File: src/rtl/memoredf_pkg.sv
// Shared definitions for the memoredf output path: packet header layout,
// beat geometry and the serializer state encoding.
package memoredf_pkg;

    // Packet geometry: 102-bit header, then 4 strobe beats, then 4 data beats
    localparam int PKT_W       = 678;
    localparam int HDR_W       = 102;
    localparam int NUM_BEATS   = 4;
    localparam int BEAT_IDX_W  = 2;
    localparam int BEAT_DATA_W = 128;
    localparam int BEAT_STRB_W = 16;
    localparam int STRB_LSB    = 102;
    localparam int DATA_LSB    = 166;
    localparam int STRB_BITS   = NUM_BEATS * BEAT_STRB_W;
    localparam int DATA_BITS   = NUM_BEATS * BEAT_DATA_W;

    // Header field offsets and widths
    localparam int HDR_ADDR_LSB  = 0;
    localparam int HDR_ADDR_W    = 40;
    localparam int HDR_ID_LSB    = 40;
    localparam int HDR_ID_W      = 16;
    localparam int HDR_LEN_LSB   = 56;
    localparam int HDR_LEN_W     = 8;
    localparam int HDR_SIZE_LSB  = 64;
    localparam int HDR_SIZE_W    = 3;
    localparam int HDR_BURST_LSB = 67;
    localparam int HDR_BURST_W   = 2;
    localparam int HDR_WRITE_BIT = 69;
    localparam int HDR_RSVD_W    = 32;

    // Header as a packed struct; first member is the MSB end
    typedef struct packed {
        logic [HDR_RSVD_W-1:0]  reserved;
        logic                   is_write;
        logic [HDR_BURST_W-1:0] burst;
        logic [HDR_SIZE_W-1:0]  size;
        logic [HDR_LEN_W-1:0]   len;
        logic [HDR_ID_W-1:0]    id;
        logic [HDR_ADDR_W-1:0]  addr;
    } packet_hdr_t;

    typedef enum logic [1:0] {
        IDLE = 2'd0,
        ADDR = 2'd1,
        DATA = 2'd2
    } ser_state_t;

    // Write bursts never exceed the four beats carried by a packet
    function automatic logic [BEAT_IDX_W-1:0] eff_len(input logic [HDR_LEN_W-1:0] len);
        return (len > 8'd3) ? 2'd3 : len[BEAT_IDX_W-1:0];
    endfunction

endpackage

File: src/rtl/packet_serializer_beat_extractor.sv
// Combinational beat selector: picks the data and strobe slice for one
// W beat out of the captured packet payload.
module beat_extractor
    import memoredf_pkg::*;
(
    input  logic [DATA_BITS-1:0]   data_beats,
    input  logic [STRB_BITS-1:0]   strb_beats,
    input  logic [BEAT_IDX_W-1:0]  beat,
    output logic [BEAT_DATA_W-1:0] beat_data,
    output logic [BEAT_STRB_W-1:0] beat_strb
);

    assign beat_data = data_beats[beat * BEAT_DATA_W +: BEAT_DATA_W];
    assign beat_strb = strb_beats[beat * BEAT_STRB_W +: BEAT_STRB_W];

endmodule

File: src/rtl/packet_serializer.sv
// packet_serializer: captures a scheduled packet, acknowledges it with a
// one-cycle consumed pulse and replays it as an AXI4 read (AR) or write
// (AW + up to four W beats). All AXI fields come from the captured copy.
// Build option: SERIALIZER_PERF_COUNTERS_EN enables pkt_count/stall_count.
module packet_serializer
    import memoredf_pkg::*;
#(
    parameter int DATA_SIZE  = 678,
    parameter int ID_WIDTH   = 16,
    parameter int ADDR_WIDTH = 40,
    parameter int HOLDOFF    = 2
) (
    input  logic                  clock,
    input  logic                  reset,
    input  logic [DATA_SIZE-1:0]  packet,
    input  logic                  activate,
    output logic                  consumed,
    output logic [ID_WIDTH-1:0]   m_axi_awid,
    output logic [ADDR_WIDTH-1:0] m_axi_awaddr,
    output logic [7:0]            m_axi_awlen,
    output logic [2:0]            m_axi_awsize,
    output logic [1:0]            m_axi_awburst,
    output logic                  m_axi_awvalid,
    input  logic                  m_axi_awready,
    output logic [127:0]          m_axi_wdata,
    output logic [15:0]           m_axi_wstrb,
    output logic                  m_axi_wlast,
    output logic                  m_axi_wvalid,
    input  logic                  m_axi_wready,
    output logic [ID_WIDTH-1:0]   m_axi_arid,
    output logic [ADDR_WIDTH-1:0] m_axi_araddr,
    output logic [7:0]            m_axi_arlen,
    output logic [2:0]            m_axi_arsize,
    output logic [1:0]            m_axi_arburst,
    output logic                  m_axi_arvalid,
    input  logic                  m_axi_arready,
    output logic                  len_error,
    output logic [31:0]           pkt_count,
    output logic [31:0]           stall_count
);

    localparam int HO_W = (HOLDOFF < 1) ? 1 : $clog2(HOLDOFF + 1);

    ser_state_t              state;
    packet_hdr_t             hdr_in;
    logic [HO_W-1:0]         holdoff;
    logic [BEAT_IDX_W-1:0]   beat;
    logic [BEAT_IDX_W-1:0]   eff_len_q;
    logic [HDR_ADDR_W-1:0]   addr_q;
    logic [HDR_ID_W-1:0]     id_q;
    logic [HDR_LEN_W-1:0]    len_q;
    logic [HDR_SIZE_W-1:0]   size_q;
    logic [HDR_BURST_W-1:0]  burst_q;
    logic                    is_write_q;
    logic [STRB_BITS-1:0]    strb_q;
    logic [DATA_BITS-1:0]    data_q;
    logic                    capture;
    logic                    aw_hs;
    logic                    w_hs;
    logic                    ar_hs;

    assign hdr_in  = packet_hdr_t'(packet[HDR_W-1:0]);
    assign capture = (state == IDLE) && activate && (holdoff == '0);
    assign aw_hs   = m_axi_awvalid && m_axi_awready;
    assign w_hs    = m_axi_wvalid && m_axi_wready;
    assign ar_hs   = m_axi_arvalid && m_axi_arready;

    // Valids derive from the state flops so a reset drops them immediately
    assign m_axi_awvalid = (state == ADDR) && is_write_q;
    assign m_axi_arvalid = (state == ADDR) && !is_write_q;
    assign m_axi_wvalid  = (state == DATA);
    assign m_axi_wlast   = (state == DATA) && (beat == eff_len_q);

    assign m_axi_awid    = ID_WIDTH'(id_q);
    assign m_axi_awaddr  = ADDR_WIDTH'(addr_q);
    assign m_axi_awlen   = {6'd0, eff_len_q};
    assign m_axi_awsize  = size_q;
    assign m_axi_awburst = burst_q;
    assign m_axi_arid    = ID_WIDTH'(id_q);
    assign m_axi_araddr  = ADDR_WIDTH'(addr_q);
    assign m_axi_arlen   = len_q;
    assign m_axi_arsize  = size_q;
    assign m_axi_arburst = burst_q;

    beat_extractor u_beat_extractor (
        .data_beats (data_q),
        .strb_beats (strb_q),
        .beat       (beat),
        .beat_data  (m_axi_wdata),
        .beat_strb  (m_axi_wstrb)
    );

    // Serializer FSM: capture in IDLE, address phase, then write beats
    always_ff @(posedge clock or negedge reset) begin
        if (!reset) begin
            state <= IDLE;
        end else begin
            case (state)
                IDLE: if (capture) state <= ADDR;
                ADDR: begin
                    if (is_write_q && aw_hs)       state <= DATA;
                    else if (!is_write_q && ar_hs) state <= IDLE;
                end
                DATA: if (w_hs && m_axi_wlast) state <= IDLE;
                default: state <= IDLE;
            endcase
        end
    end

    // W beat index: advances per handshake, rewinds after the last beat
    always_ff @(posedge clock or negedge reset) begin
        if (!reset) begin
            beat <= '0;
        end else if (w_hs) begin
            beat <= m_axi_wlast ? '0 : beat + 2'd1;
        end
    end

    // Captured packet copy; the live input may move on after consumed
    always_ff @(posedge clock or negedge reset) begin
        if (!reset) begin
            addr_q     <= '0;
            id_q       <= '0;
            len_q      <= '0;
            size_q     <= '0;
            burst_q    <= '0;
            is_write_q <= 1'b0;
            eff_len_q  <= '0;
            strb_q     <= '0;
            data_q     <= '0;
        end else if (capture) begin
            addr_q     <= hdr_in.addr;
            id_q       <= hdr_in.id;
            len_q      <= hdr_in.len;
            size_q     <= hdr_in.size;
            burst_q    <= hdr_in.burst;
            is_write_q <= hdr_in.is_write;
            eff_len_q  <= eff_len(hdr_in.len);
            strb_q     <= packet[STRB_LSB +: STRB_BITS];
            data_q     <= packet[DATA_LSB +: DATA_BITS];
        end
    end

    // Handshake back to the scheduler plus sticky overlong-write flag
    always_ff @(posedge clock or negedge reset) begin
        if (!reset) begin
            consumed  <= 1'b0;
            len_error <= 1'b0;
        end else begin
            consumed <= capture;
            if (capture && hdr_in.is_write && (hdr_in.len > 8'd3)) len_error <= 1'b1;
        end
    end

    // Holdoff gives the scheduler and selector time to advance
    always_ff @(posedge clock or negedge reset) begin
        if (!reset) begin
            holdoff <= '0;
        end else if (consumed) begin
            holdoff <= HO_W'(HOLDOFF);
        end else if (holdoff != '0) begin
            holdoff <= holdoff - 1'b1;
        end
    end

`ifdef SERIALIZER_PERF_COUNTERS_EN
    logic [31:0] pkt_cnt_q;
    logic [31:0] stall_cnt_q;
    logic        stall;

    assign stall = (m_axi_awvalid && !m_axi_awready) ||
                   (m_axi_wvalid  && !m_axi_wready)  ||
                   (m_axi_arvalid && !m_axi_arready);

    // Free-running wrap-around performance counters
    always_ff @(posedge clock or negedge reset) begin
        if (!reset) begin
            pkt_cnt_q   <= '0;
            stall_cnt_q <= '0;
        end else begin
            if (ar_hs || (w_hs && m_axi_wlast)) pkt_cnt_q <= pkt_cnt_q + 32'd1;
            if (stall) stall_cnt_q <= stall_cnt_q + 32'd1;
        end
    end

    assign pkt_count   = pkt_cnt_q;
    assign stall_count = stall_cnt_q;
`else
    assign pkt_count   = 32'd0;
    assign stall_count = 32'd0;
`endif

endmodule

File: config.mk
export PLATFORM = sky130hd
export DESIGN_NAME = packet_serializer
export DESIGN_NICKNAME = d
export VERILOG_FILES = /design/src/rtl/memoredf_pkg.sv /design/src/rtl/packet_serializer_beat_extractor.sv /design/src/rtl/packet_serializer.sv
export SDC_FILE = /design/constraint.sdc
export NUM_CORES = 1
export LEC_CHECK = 0
export ABC_CLOCK_PERIOD_IN_PS = 1850
export BUFFER_PORTS_ARGS = -buffer_cell sky130_fd_sc_hd__buf_4
export CORE_AREA = 2 2 401 403
export DETAILED_ROUTE_END_ITERATION = 8
export DIE_AREA = 0 0 403 405
export GPL_TIMING_DRIVEN = 0
export PLACE_DENSITY = 0.35
export SLEW_MARGIN = 20
export SYNTH_ARGS = -nofsm -noshare
export SYNTH_HDL_FRONTEND = slang
export SYNTH_SLANG_ARGS = --single-unit
export TNS_END_PERCENT = 5
File: constraint.sdc
create_clock -name clock -period 1.85 [get_ports clock]
set_input_delay 0.37 -clock clock [delete_from_list [all_inputs] [get_ports clock]]
set_output_delay 0.37 -clock clock [all_outputs]
set_load 0.01 [all_outputs]
; Word level (Yosys, flattened, before mapping)
; Cells that the tools add are included.
[totals]
ff_bits = 656
input_bits = 684
out_inout_bits = 352
word_cells = 53
[op_classes]
add_sub_neg = 2
order_cmp = 1
eq_ne = 6
n_shift = 2
n_mux = 9
n_reduce_logical = 19
[ops]
columns = op, n
row1 = indexed part select 512 x 10 -> 128 bit, 1
row2 = indexed part select 64 x 7 -> 16 bit, 1
row3 = two-way mux 2 bit, 8
row4 = logical AND 1 bit, 13
row5 = greater-than comparator 8 x 2 -> 1 bit (second input constant), 1
row6 = one-hot mux 2 bit (3 select lines), 1
row7 = zero test 2 bit, 2
row8 = nonzero test 2 bit, 2
row9 = != test 3 x 1 -> 1 bit (second input constant), 1
row10 = AND reduction 3 bit, 1
row11 = adder 2 x 1 -> 2 bit (second input constant), 1
row12 = == test 2 x 1 -> 1 bit (second input constant), 1
row13 = == test 2 bit, 1
row14 = == test 2 bit (second input constant), 1
row15 = != test 2 x 1 -> 1 bit (second input constant), 1
row16 = != test 2 bit (second input constant), 1
row17 = subtractor 2 x 1 -> 2 bit (second input constant), 1
row18 = zero test 1 bit, 1

; Depth between registers and ports, before layout
; Gate-level depths: netlist (run 1).
[depth]
word_depth = 7
mapped_depth = 10
mapped_depth_nobuf = 6

; Cells and area by module
; A second synthesis (run 1) with hierarchy kept.
[hier_totals]
hier_cells = 3088
area_unflattened_um2 = 29163.0
[by_module_without_submodules]
columns = module, n_inst, cells_each, area_per_inst_um2, seq_area_each_um2
row1 = packet_serializer, 1, 2912, 25719.7, 16415.7
row2 = beat_extractor, 1, 176, 3443.3, 0.0

; Worst setup path after synthesis (run 1)
; No wires, ideal clock.
[synth_timing]
kind = reg-to-output
startpoint = register beat[0]
endpoint = output m_axi_wdata[0]
arrival_time_ps = 1375
required_ps = 1480
slack_ps = 105
stages_incl_launch_ff = 5
n_path_buf = 3
path_cell_list = dfrtp_1 buf_2 buf_2 buf_4 mux4_2
[synth_via]
elab_chain_len = 1
[synth_rtl]
columns = item, line
row1 = start: declaration, packet_serializer.sv:47  ; logic [BEAT_IDX_W-1:0] beat;
row2 = start signal: assignment, packet_serializer.sv:115  ; beat <= m_axi_wlast ? '0 : beat + 2'd1;
row3 = indexed part select 512 x 10 -> 128 bit, packet_serializer_beat_extractor.sv:13  ; assign beat_data = data_beats[beat * BEAT_DATA_W +: BEAT_DATA_W];
row4 = end: declaration, packet_serializer.sv:25  ; output logic [127:0] m_axi_wdata,
; Every way passes these cells.

; Worst setup path after layout (run 1)
[layout_timing]
startpoint = register beat[0]
endpoint = output m_axi_wdata[13]
; The elaborated chain is that of the path after synthesis.

==> metrics.json, run 1 <==
{
  "power_and_ir_drop": {
    "fraction_of_power_consumed_by_combinational_cells_pct": 46.3,
    "max-vdd-ir-drop_mv": 0.819,
    "switching_fraction_of_total_power_pct": 38.4,
    "power.static_leakage_nw": 25.9,
    "power.sequential.fraction_pct": 31.7,
    "cell_internal_pwr_w": 0.0489,
    "power.switching_w": 0.0304,
    "power_per_cell_area_mw_per_mm2": 1570,
    "clock_power_share_pct": 22.0
  },
  "drt": {
    "drt_antenna_net_count": 0,
    "dr_total_vias": 28078,
    "m1WireLength_um": 69800,
    "detailroute.wirelength.met2_um": 85600,
    "avgViaCountPerCell": 3.99,
    "met3RoutedLength_um": 10900,
    "detail_route.iter0.violations": 1610,
    "drt_wl_total_um": 170000,
    "top_layer": "met5",
    "remaining_drc_errors": 0,
    "detailedRoute.firstPassIterationCount": 5,
    "routed_wire_length_per_instance_um": 24.2
  },
  "worst_setup_path": {
    "startpoint_type": "flop",
    "cp_data_arrival_time_ns": 2.40,
    "regToRegStartpoint": "holdoff[0]",
    "timing.reg2reg.setup_slack_ns": -0.11,
    "required_ns": 1.48,
    "worst-r2r-cell-count": 10,
    "setup.worst_path.class": "flop to output pin",
    "cp_max_fo": 7,
    "critPathCaptureType": "output pin",
    "critical_path.reg2reg.endpoint": "data_q[262]"
  },
  "yosys": {
    "post_synth_instance_area_sq_mm": 0.0293,
    "yosysWarningCount": 0,
    "netlist.area_leader.share_pct": 56.0,
    "post_synth_inst_count": 3088,
    "syn_area_per_cell_sq_um": 9.49,
    "synth.ff_latch_count": 656,
    "synth.distinct_cells": 30,
    "synth_seq_area_share_pct": 56.0,
    "synth.largest_area_cell": "dfrtp_1",
    "synth_area_leaders": "dfrtp_1 (56%), nand2_1 (25%), mux4_2 (11%)"
  },
  "global_routing": {
    "first_pass_grt_wire_length_um": 231000,
    "grt_overflow": 0,
    "grt_pass1_vias": 29623,
    "initial_antenna_violation_count": 61,
    "grt_usage_pct": 20.4,
    "grt_max_degree": 88
  },
  "timing": {
    "finalWorstPathRequiredPeriod_ns": 2.77,
    "timing.max_slew.rel_slack_pct": 55.8,
    "period_share_pct": 150,
    "worst_hold_slack_ns": -0.459,
    "maxClockFrequency_mhz": 360,
    "max_slew.worst_pin.slew_ns": 0.663,
    "timing.final.hold_violations": 130,
    "final_max_slew_viol_count": 0,
    "setup_viol_count_final": 215,
    "setup_slack_ns": -0.924,
    "finalClockSkew_ns": 0.0319,
    "setup_repair_after_global_routing_missed_its_margin": "true"
  },
  "clock_network": {
    "cts_tree": "built",
    "cts_root_buffer": "clkbuf_16",
    "path_clk_slew_ns": 0.06,
    "cts.sinks": 656,
    "cts_buffers": 87,
    "cts.htree.levels": 3,
    "clock_tree.buffer_depth": 3,
    "worst_skew_pair.late_latency_ns": 0.71,
    "cts_hold_buf": 648
  },
  "floorplan": {
    "start_util_pct": 18.4,
    "die_w_um": 403,
    "num_io_pins": 1036,
    "fp.dieArea_sq_mm": 0.163,
    "floorplan.die.height_um": 405,
    "design.core.area_sq_mm": 0.159,
    "core.rowCount": 147
  },
  "cells_and_area": {
    "postLayoutCellArea_sq_mm": 0.0507,
    "areaGrowthSynthToFinish_pct": 72.9,
    "final_cell_mix": "nand2_1 (1934), buf_4 (1004), dfrtp_1 (654)",
    "drive_gt1_share_pct": 31.8,
    "final_stage_net_count": 5548,
    "n_fill_cell": 16895,
    "layout_commonest_cell": "nand2_1"
  },
  "placed_design": {
    "globalplace.congestion": 0.796,
    "place.detailed.hpwl_um": 126000,
    "numPortBuffers": 933,
    "detailed_place.area_sq_mm": 0.0396,
    "setup_slack_at_placement_ns": -0.868
  },
  "outcome": {
    "status": "finished with violations",
    "failed_checks": "hold timing, setup timing"
  },
  "hold_path": {
    "hp-class": "input port to async pin"
  },
  "run": {
    "cap_violations": 0
  }
}
==> cells by family (layout without fill, tap and decap cells) <==
logic type	Yosys count	count (layout)	share of synthesized area [%]
AOI/OAI and AO/OA	10	10	0.205
buffers and inverters	314	2088	7.33
other	1	91	0.0128
muxes	145	145	11.1
xor gates and xnor gates	3	3	0.0897
adders and majority gates	1	1	0.0427
and+or+nand+nor	1958	1958	25.2
DFF	656	656	56.0
==> synthesized netlist by cell type (all sizes together) <==
cell type / number
a21oi: 2
mux2i: 1
a211o: 1
or4: 1
xor2: 3
conb: 1
ha: 1
inv: 6
nor3: 2
nand2b: 2
nand3b: 1
mux4: 144
o21ai: 4
or2: 1
nor2: 7
o21bai: 2
nor4b: 1
nor3b: 2
nand2: 1938
nand4bb: 1
o22ai: 1
nor2b: 2
dfrtp: 656
clkbuf: 7
buf: 301
==> through the flow <==
| step | util [%] | total power, W | cells | setup TNS (ns) |
|---|---|---|---|---|
| final | 31.8 | 0.0794 | 7038 | -119.46 |
| after floorplan | - | 0.0406 | 3157 | 0 |
| after detailed placement | 24.9 | 0.0579 | 6190 | -407.99 |
| after global routing | 31.8 | 0.0846 | 7033 | -172.18 |
| after global placement | 24.6 | 0.0575 | 6176 | -5815.51 |
| after CTS | 31.5 | 0.0797 | 7013 | -145.61 |
==> worst max-delay path by stage <==
stage                     from              end  slack, ns  cells after the start
finish                 beat[0]  m_axi_wdata[13]      -0.92                      6
global route           beat[0]  m_axi_wdata[13]      -1.01                      6
CTS                    beat[0]  m_axi_wdata[93]      -1.00                      4
detailed placement  holdoff[0]      data_q[147]      -0.87                      8
global placement         reset      data_q[330]      -8.47                      1
floorplan              beat[0]   m_axi_wdata[0]       0.10                      4
==> critical path: stages, from the launching register on <==
cell and delay (ns):
dfrtp_1 0.37, buf_12 0.16, buf_16 0.16, buf_16 0.15, buf_12 0.13, mux4_2 0.57, buf_6 0.15
==> registers in the layout, indices dropped and copies added, names as in the netlist <==
signal         cells
m_axi_arburst      2
data_q           512
holdoff            2
m_axi_arsize       3
len_error          1
m_axi_arid        16
beat               2
m_axi_arlen        8
strb_q            64
m_axi_araddr      40
is_write_q         1
state              2
consumed           1
eff_len_q          2
==> repair_timing <==
action                                  CTS  global route
hold endpoints to repair                713            62
endpoints found under the setup margin  865           840
pin swaps                                 0             2
buffers inserted                         15             1
gates resized for setup                 246           101
gates cloned                              3             4
==> power by group through the flow <==
stage | Combinational (W) | Clock (W) | Sequential, W
3_5_place_dp | 0.0325 | 0 | 0.0254
3_3_place_gp | 0.0321 | 0 | 0.0254
5_1_grt | 0.0400 | 0.0186 | 0.0260
6_report | 0.0367 | 0.0175 | 0.0252
4_1_cts | 0.0365 | 0.0180 | 0.0252
2_1_floorplan | 0.0167 | 0 | 0.0239
==> per-layer routing <==
layer	up-vias	global-route usage, %
met5	-	0
met4	38	4.53
met3	205	5.40
met2	910	35.8
met1	13801	24.8
li1	13124	-
==> cell type report <==
type	instances	area (sq um)	share of cell area [%]
Tap cell	2086	2610	5.15
Buffer	308	2890	5.70
Antenna cell	21	52.6	0.104
Sequential cell	656	16400	32.4
Multi-Input combinational cell	2187	11100	21.8
Clock buffer	132	2580	5.09
Inverter	6	25.0	0.0494
Timing Repair Buffer	1617	14700	29.1
Clock inverter	25	313	0.617
Note: power is estimated with default switching activity, not from simulation.
==> run 2, diff against run 1 <==
--- a/config.mk
+++ b/config.mk
@@ -8,10 +8,12 @@
 export ABC_CLOCK_PERIOD_IN_PS = 1850
 export BUFFER_PORTS_ARGS = -buffer_cell sky130_fd_sc_hd__buf_4
 export CORE_AREA = 2 2 401 403
+export CTS_CLUSTER_SIZE = 25
 export DETAILED_ROUTE_END_ITERATION = 8
 export DIE_AREA = 0 0 403 405
 export GPL_TIMING_DRIVEN = 0
 export PLACE_DENSITY = 0.35
+export RECOVER_POWER = 100
 export SLEW_MARGIN = 20
 export SYNTH_ARGS = -nofsm -noshare
 export SYNTH_HDL_FRONTEND = slang
==> run 2 against run 1 <==
The flow still finishes with violations (hold timing, setup timing). Maximum frequency about the same. First-iteration DRC count shrank 2.0%. Non-clock buffer count stayed put. Critical path depth is the same. Sequential share of layout area increased by 0.062 points. Critical path type unchanged. Final cell count stayed put. Hold slack lost 0.0074 ns.
==> metrics.json, run 2 (synthesis gave the netlist of run 1 again) <==
{
  "drt": {
    "avgViaCountPerCell": {"value": 3.99, "change": "about the same"},
    "detailedRoute.firstPassIterationCount": {"value": 5, "change": "unchanged"},
    "drt_wl_total": {"value": 170000, "unit": "um", "change": "about the same"},
    "drt_antenna_net_count": {"value": 0, "change": "unchanged"},
    "remaining_drc_errors": {"value": 0, "change": "unchanged"},
    "dr_total_vias": {"value": 28092, "change": "+0.050%"},
    "detail_route.iter0.violations": {"value": 1578, "change": "-2.0%"},
    "routed_wire_length_per_instance": {"value": 24.2, "unit": "um", "change": "about the same"}
  },
  "worst_setup_path": {
    "cp_data_arrival_time": {"value": 2.41, "unit": "ns", "change": "about the same"},
    "setup.worst_path.class": "flop to output pin",
    "required": {"value": 1.48, "unit": "ns", "change": "about the same"},
    "critPathCaptureType": "output pin",
    "startpoint_type": "flop",
    "cp_max_fo": {"value": 7, "change": "unchanged"}
  },
  "timing": {
    "final_max_slew_viol_count": {"value": 0, "change": "unchanged"},
    "timing.max_slew.rel_slack": {"value": 17.4, "unit": "%", "change": "-38 points"},
    "setup_repair_after_global_routing_missed_its_margin": "true",
    "maxClockFrequency": {"value": 360, "unit": "MHz", "change": "about the same"},
    "setup_slack": {"value": -0.925, "unit": "ns", "change": "-0.00139 ns"},
    "timing.final.hold_violations": {"value": 62, "change": "-52%"},
    "finalWorstPathRequiredPeriod": {"value": 2.78, "unit": "ns", "change": "+0.00139 ns"},
    "finalClockSkew": {"value": 0.0310, "unit": "ns", "change": "-0.000964 ns"},
    "tns": {"value": -180.66, "unit": "ns", "change": "-61.20 ns"},
    "worst_hold_slack": {"value": -0.466, "unit": "ns", "change": "-0.00737 ns"},
    "setup_viol_count_final": {"value": 554, "change": "+160%"},
    "max_slew.worst_pin.slew": {"value": 1.24, "unit": "ns", "change": "+0.576 ns"},
    "period_share": {"value": 150, "unit": "%", "change": "about the same"}
  },
  "outcome": {
    "failed_checks": "hold timing, setup timing",
    "status": "finished with violations"
  },
  "global_routing": {
    "grt_pass1_vias": {"value": 29623, "change": "unchanged"},
    "grt_overflow": {"value": 0, "change": "unchanged"},
    "initial_antenna_violation_count": {"value": 61, "change": "unchanged"},
    "grt_max_degree": {"value": 88, "change": "unchanged"},
    "grt_usage": {"value": 20.4, "unit": "%", "change": "unchanged"},
    "first_pass_grt_wire_length": {"value": 231000, "unit": "um", "change": "unchanged"}
  },
  "hold_path": {
    "hp-class": "input port to async pin"
  },
  "cells_and_area": {
    "areaGrowthSynthToFinish_pct": 72.5,
    "final_stage_net_count": {"value": 5548, "change": "unchanged"},
    "largest_register_ffs": {"value": 512, "change": "unchanged"},
    "layout_commonest_cell": "nand2_1",
    "n_fill_cell": {"value": 16904, "change": "+0.053%"},
    "utilization_after_layout": {"value": 31.7, "unit": "%", "change": "-0.061 points"},
    "final_cell_mix": "nand2_1 (1934), buf_4 (1004), dfrtp_1 (654)",
    "multi_input_area": {"value": 0.0110, "unit": "sq mm", "change": "-0.11%"},
    "max_flop_register": "data_q",
    "ff_latch_area": {"value": 0.0164, "unit": "sq mm", "change": "unchanged"},
    "drive_gt1_share": {"value": 31.8, "unit": "%", "change": "-0.041 points"}
  },
  "placed_design": {
    "place.detailed.hpwl": {"value": 126000, "unit": "um", "change": "unchanged"},
    "numPortBuffers": {"value": 933, "change": "unchanged"},
    "globalplace.congestion": {"value": 0.796, "change": "unchanged"}
  },
  "run": {
    "cap_violations": {"value": 0, "change": "unchanged"}
  },
  "clock_network": {
    "cts_buffers": {"value": 87, "change": "unchanged"},
    "cts.sinks": {"value": 656, "change": "unchanged"},
    "clock_tree.buffer_depth": {"value": 3, "change": "unchanged"},
    "cts_tree": "built",
    "cts_hold_buf": {"value": 648, "change": "unchanged"},
    "path_clk_slew": {"value": 0.06, "unit": "ns", "change": "about the same"},
    "cts_root_buffer": "clkbuf_16",
    "cts.htree.levels": {"value": 3, "change": "unchanged"},
    "worst_skew_pair.late_latency": {"value": 0.71, "unit": "ns", "change": "about the same"}
  },
  "power_and_ir_drop": {
    "max-vdd-ir-drop": {"value": 0.822, "unit": "mV", "change": "+0.37%"},
    "power.static_leakage": {"value": 25.8, "unit": "nW", "change": "-0.14%"},
    "power_per_cell_area": {"value": 1570, "unit": "mW/mm^2", "change": "about the same"},
    "switching_fraction_of_total_power": {"value": 38.3, "unit": "%", "change": "about the same"},
    "power.sequential.fraction": {"value": 31.7, "unit": "%", "change": "about the same"},
    "power.switching": {"value": 0.0304, "unit": "W", "change": "-0.12%"},
    "cell_internal_pwr": {"value": 0.0489, "unit": "W", "change": "about the same"},
    "fraction_of_power_consumed_by_combinational_cells": {"value": 46.3, "unit": "%", "change": "about the same"},
    "clock_power_share": {"value": 22.0, "unit": "%", "change": "about the same"}
  },
  "floorplan": {
    "design.core.area": {"value": 0.159, "unit": "sq mm", "change": "unchanged"},
    "fp.dieArea": {"value": 0.163, "unit": "sq mm", "change": "unchanged"},
    "floorplan.die.height": {"value": 405, "unit": "um", "change": "unchanged"},
    "num_io_pins": {"value": 1036, "change": "unchanged"},
    "die_w": {"value": 403, "unit": "um", "change": "unchanged"},
    "start_util": {"value": 18.4, "unit": "%", "change": "unchanged"},
    "core.rowCount": {"value": 147, "change": "unchanged"}
  }
}
-- run 2: cell count changes in the layout (fill, tap and decap cells not counted), sizes merged --
cell / delta
clkbuf: +2
buf: -2
inv: -1
clkinv: +1
-- run 2: area by class of cell --
cell class | instances | share of cell area, %
Clock inverter | 25 | 0.619
Buffer | 308 | 5.71
Multi-Input combinational cell | 2187 | 21.8
Tap cell | 2086 | 5.16
Inverter | 6 | 0.0495
Clock buffer | 132 | 5.10
Timing Repair Buffer | 1617 | 28.9
Antenna cell | 21 | 0.104
Sequential cell | 656 | 32.5
-- run 2: worst paths after layout --
path,cells past startpoint,slack (ns),endpoint,from
worst max-delay path,6,-0.93,m_axi_wdata[13],beat[0]
worst min-delay path,1,-0.47,m_axi_araddr[29],reset
worst max register to register,10,-0.16,data_q[262],holdoff[0]
worst min register to register,1,0.46,holdoff[0],consumed
max in group asynchronous,5,-0.59,data_q[330],reset
min in group clock,3,0.11,state[1],m_axi_wready
-- run 2: routing by layer --
layer,GRT usage [%],part of all wire [%]
met4,4.53,2.1
met2,35.8,50
met3,5.40,6.7
met1,24.8,41
met5,0,0.13
-- run 2: worst max-delay path, stage by stage (launching register included) --
cell and delay (ns):
dfrtp_1 0.37, buf_12 0.16, buf_16 0.16, buf_16 0.15, buf_12 0.13, mux4_2 0.57, buf_6 0.15
-- run 2: stage by stage --
step / cells / total power [W] / area [sq um] / hold WS [ns] / setup slack [ns]
detailed placement: 6190 / 0.0579 / 39600 / 0.376 / -0.868
global route: 7033 / 0.0845 / 50600 / -0.473 / -1.01
global placement: 6176 / 0.0575 / 39200 / 0.446 / -8.47
CTS: 7013 / 0.0797 / 50100 / -0.403 / -1.00
finish: 7038 / 0.0793 / 50600 / -0.466 / -0.925
floorplan: 3157 / 0.0406 / 29600 / 0.0744 / 0.105
-- run 2: power groups by stage --
stage | clock (W) | combinational, W | sequential, W
6_report | 0.0174 | 0.0367 | 0.0252
5_1_grt | 0.0186 | 0.0400 | 0.0260
4_1_cts | 0.0180 | 0.0365 | 0.0252
3_5_place_dp | 0 | 0.0325 | 0.0254
3_3_place_gp | 0 | 0.0321 | 0.0254
2_1_floorplan | 0 | 0.0167 | 0.0239
-- run 2: what timing repair did --
action,4_1_cts,5_1_grt
setup buffers,15,1
gates resized for setup,246,101
pin swaps,0,2
endpoints found under the hold margin,713,62
gates cloned,3,4
endpoints found under the setup margin,865,840
==> run 3, diff against run 2 <==
--- a/config.mk
+++ b/config.mk
@@ -14,6 +14,7 @@
 export GPL_TIMING_DRIVEN = 0
 export PLACE_DENSITY = 0.35
 export RECOVER_POWER = 100
+export SETUP_SLACK_MARGIN = 0.3
 export SLEW_MARGIN = 20
 export SYNTH_ARGS = -nofsm -noshare
 export SYNTH_HDL_FRONTEND = slang
==> run 3 against run 2 <==
The flow still finishes with violations (hold timing, setup timing). Sequential share of layout area is essentially flat. Via count shrank 0.22%. Hold slack gained 0.0026 ns. Critical path depth shrank 1. Setup slack gained 0.018 ns. Critical endpoint is now m_axi_wdata[80]. Largest cell class unchanged.
==> metrics.json, run 3 (synthesis gave the netlist of run 1 again) <==
{
  "outcome": {
    "status": "finished with violations",
    "failed_checks": "hold timing, setup timing"
  },
  "floorplan": {
    "start_util": {"value": 18.4, "unit": "%", "change": "unchanged"},
    "num_io_pins": {"value": 1036, "change": "unchanged"},
    "core.rowCount": {"value": 147, "change": "unchanged"},
    "floorplan.die.height": {"value": 405, "unit": "um", "change": "unchanged"},
    "die_w": {"value": 403, "unit": "um", "change": "unchanged"},
    "design.core.area": {"value": 0.159, "unit": "sq mm", "change": "unchanged"},
    "fp.dieArea": {"value": 0.163, "unit": "sq mm", "change": "unchanged"}
  },
  "cells_and_area": {
    "utilization_after_layout": {"value": 31.7, "unit": "%", "change": "about the same"},
    "finalNonFillerCells": {"value": 7050, "change": "+0.17%"},
    "drive_gt1_share": {"value": 30.4, "unit": "%", "change": "-1.4 points"},
    "final_cell_mix": "nand2_1 (1936), buf_4 (873), dfrtp_1 (655)",
    "max_flop_register": "data_q",
    "layout_commonest_cell": "nand2_1",
    "final_stage_net_count": {"value": 5555, "change": "+0.13%"},
    "areaGrowthSynthToFinish": {"value": 72.5, "unit": "%", "change": "about the same"},
    "largest_register_ffs": {"value": 512, "change": "unchanged"}
  },
  "global_routing": {
    "first_pass_grt_wire_length": {"value": 234000, "unit": "um", "change": "+1.2%"},
    "grt_overflow": {"value": 0, "change": "unchanged"},
    "grt_usage": {"value": 20.6, "unit": "%", "change": "+0.24 points"},
    "grt_pass1_vias": {"value": 30018, "change": "+1.3%"},
    "grt_max_degree": {"value": 86, "change": "-2.3%"},
    "initial_antenna_violation_count": {"value": 51, "change": "-16%"}
  },
  "worst_setup_path": {
    "critical_path.reg2reg.endpoint": "data_q[488]",
    "setup.worst_path.class": "flop to output pin",
    "cp_data_arrival_time": {"value": 2.39, "unit": "ns", "change": "-0.02 ns"},
    "critPathCaptureType": "output pin",
    "required": {"value": 1.48, "unit": "ns", "change": "about the same"},
    "regToRegStartpoint": "holdoff[0]",
    "cp_max_fo": {"value": 6, "change": "-1"},
    "startpoint_type": "flop",
    "timing.reg2reg.setup_slack": {"value": -0.12, "unit": "ns", "change": "+0.04 ns"},
    "worst-r2r-cell-count": {"value": 10, "change": "unchanged"}
  },
  "clock_network": {
    "worst_skew_pair.late_latency": {"value": 0.70, "unit": "ns", "change": "about the same"},
    "cts.htree.levels": {"value": 3, "change": "unchanged"},
    "clock_tree.buffer_depth": {"value": 3, "change": "unchanged"},
    "cts_buffers": {"value": 88, "change": "+1.1%"},
    "cts.sinks": {"value": 656, "change": "unchanged"},
    "cts_tree": "built",
    "cts_root_buffer": "clkbuf_16",
    "path_clk_slew": {"value": 0.05, "unit": "ns", "change": "about the same"}
  },
  "placed_design": {
    "place.detailed.instances": {"value": 6190, "change": "unchanged"},
    "numPortBuffers": {"value": 933, "change": "unchanged"},
    "globalplace.congestion": {"value": 0.802, "change": "+0.72%"},
    "place.detailed.hpwl": {"value": 125000, "unit": "um", "change": "-0.42%"}
  },
  "timing": {
    "maxClockFrequency": {"value": 363, "unit": "MHz", "change": "+0.66%"},
    "period_share": {"value": 149, "unit": "%", "change": "-0.98 points"},
    "finalClockSkew": {"value": 0.0244, "unit": "ns", "change": "-0.00652 ns"},
    "setup_slack": {"value": -0.907, "unit": "ns", "change": "+0.0182 ns"},
    "timing.final.hold_violations": {"value": 53, "change": "-15%"},
    "setup_repair_after_global_routing_missed_its_margin": "true",
    "max_slew.worst_pin.slew": {"value": 1.33, "unit": "ns", "change": "+0.0924 ns"},
    "timing.max_slew.rel_slack": {"value": 11.2, "unit": "%", "change": "-6.2 points"},
    "setup_viol_count_final": {"value": 842, "change": "+52%"},
    "worst_hold_slack": {"value": -0.464, "unit": "ns", "change": "+0.00264 ns"},
    "finalWorstPathRequiredPeriod": {"value": 2.76, "unit": "ns", "change": "-0.0182 ns"},
    "final_max_slew_viol_count": {"value": 0, "change": "unchanged"}
  },
  "power_and_ir_drop": {
    "power.static_leakage": {"value": 25.6, "unit": "nW", "change": "-0.69%"},
    "power_per_cell_area": {"value": 1570, "unit": "mW/mm^2", "change": "about the same"},
    "max-vdd-ir-drop": {"value": 0.746, "unit": "mV", "change": "-9.3%"}
  },
  "drt": {
    "top_layer": "met5",
    "drt_wl_total": {"value": 172000, "unit": "um", "change": "+1.0%"},
    "avgViaCountPerCell": {"value": 3.98, "change": "-0.39%"},
    "met3RoutedLength": {"value": 8680, "unit": "um", "change": "-24%"},
    "detailroute.wirelength.met2": {"value": 85500, "unit": "um", "change": "about the same"},
    "detail_route.iter0.violations": {"value": 1403, "change": "-11%"},
    "detailedRoute.firstPassIterationCount": {"value": 5, "change": "unchanged"},
    "drt_antenna_net_count": {"value": 0, "change": "unchanged"},
    "routed_wire_length_per_instance": {"value": 24.4, "unit": "um", "change": "+0.86%"},
    "m1WireLength": {"value": 74200, "unit": "um", "change": "+7.1%"},
    "dr_total_vias": {"value": 28029, "change": "-0.22%"},
    "remaining_drc_errors": {"value": 0, "change": "unchanged"}
  },
  "run": {
    "cap_violations": {"value": 0, "change": "unchanged"}
  },
  "hold_path": {
    "hp-class": "input port to async pin"
  }
}
run 3: stage by stage:
stage	TNS, ns	total power (W)	cell area, sq um	worst slack, ns
finish	-221.45	0.0793	50600	-0.907
global route	-419.27	0.0844	50500	-1.02
CTS	-167.02	0.0809	50500	-1.01
detailed placement	-451.10	0.0583	39700	-0.823
global placement	-5784.96	0.0579	39400	-8.39
floorplan	0	0.0411	29700	0.201
run 3: final cells by class:
type	instances	area, sq um
plain buffers	308	2930
clock buffers	132	2620
fillers	16945	109000
well taps	2086	2610
clock inverters	25	343
multi-input cells	2187	11000
diodes	27	67.6
flip-flops and latches	656	16400
inverters	6	25.0
repair buffers	1623	14500
run 3: power by group:
group	switching, W	internal, W
registers	0.00402	0.0210
clock network	0.00731	0.0104
logic	0.0192	0.0173
run 3: per-layer routing:
metal | track usage, % | vias to the layer above
met4 | 3.98 | 30
met2 | 36.0 | 803
met3 | 4.32 | 182
met5 | 0 | -
li1 | - | 13125
met1 | 26.2 | 13889
run 3: how the worst max path moves through the flow:
stage,cells past startpoint,slack [ns],end,start
CTS,6,-1.01,m_axi_wdata[43],beat[0]
floorplan,4,0.20,m_axi_wdata[0],beat[0]
global route,5,-1.02,m_axi_wdata[19],beat[0]
detailed placement,4,-0.82,m_axi_wdata[9],beat[1]
global placement,1,-8.39,data_q[10],reset
finish,5,-0.91,m_axi_wdata[80],beat[0]
run 3: timing repair:
action,4_1_cts,5_1_grt
hold buffers,648,2
pin swaps,1,1
gates cloned,7,1
resized for setup,247,93
endpoints found under the setup margin,1085,1158
hold endpoints to repair,704,92
setup buffers,15,3
run 3: worst max-delay path, cell delays in order, from the launching register on:
cell	delay, ns
dfrtp_1	0.36
buf_12	0.15
buf_4	0.22
buf_16	0.19
mux4_2	0.58
buf_4	0.18
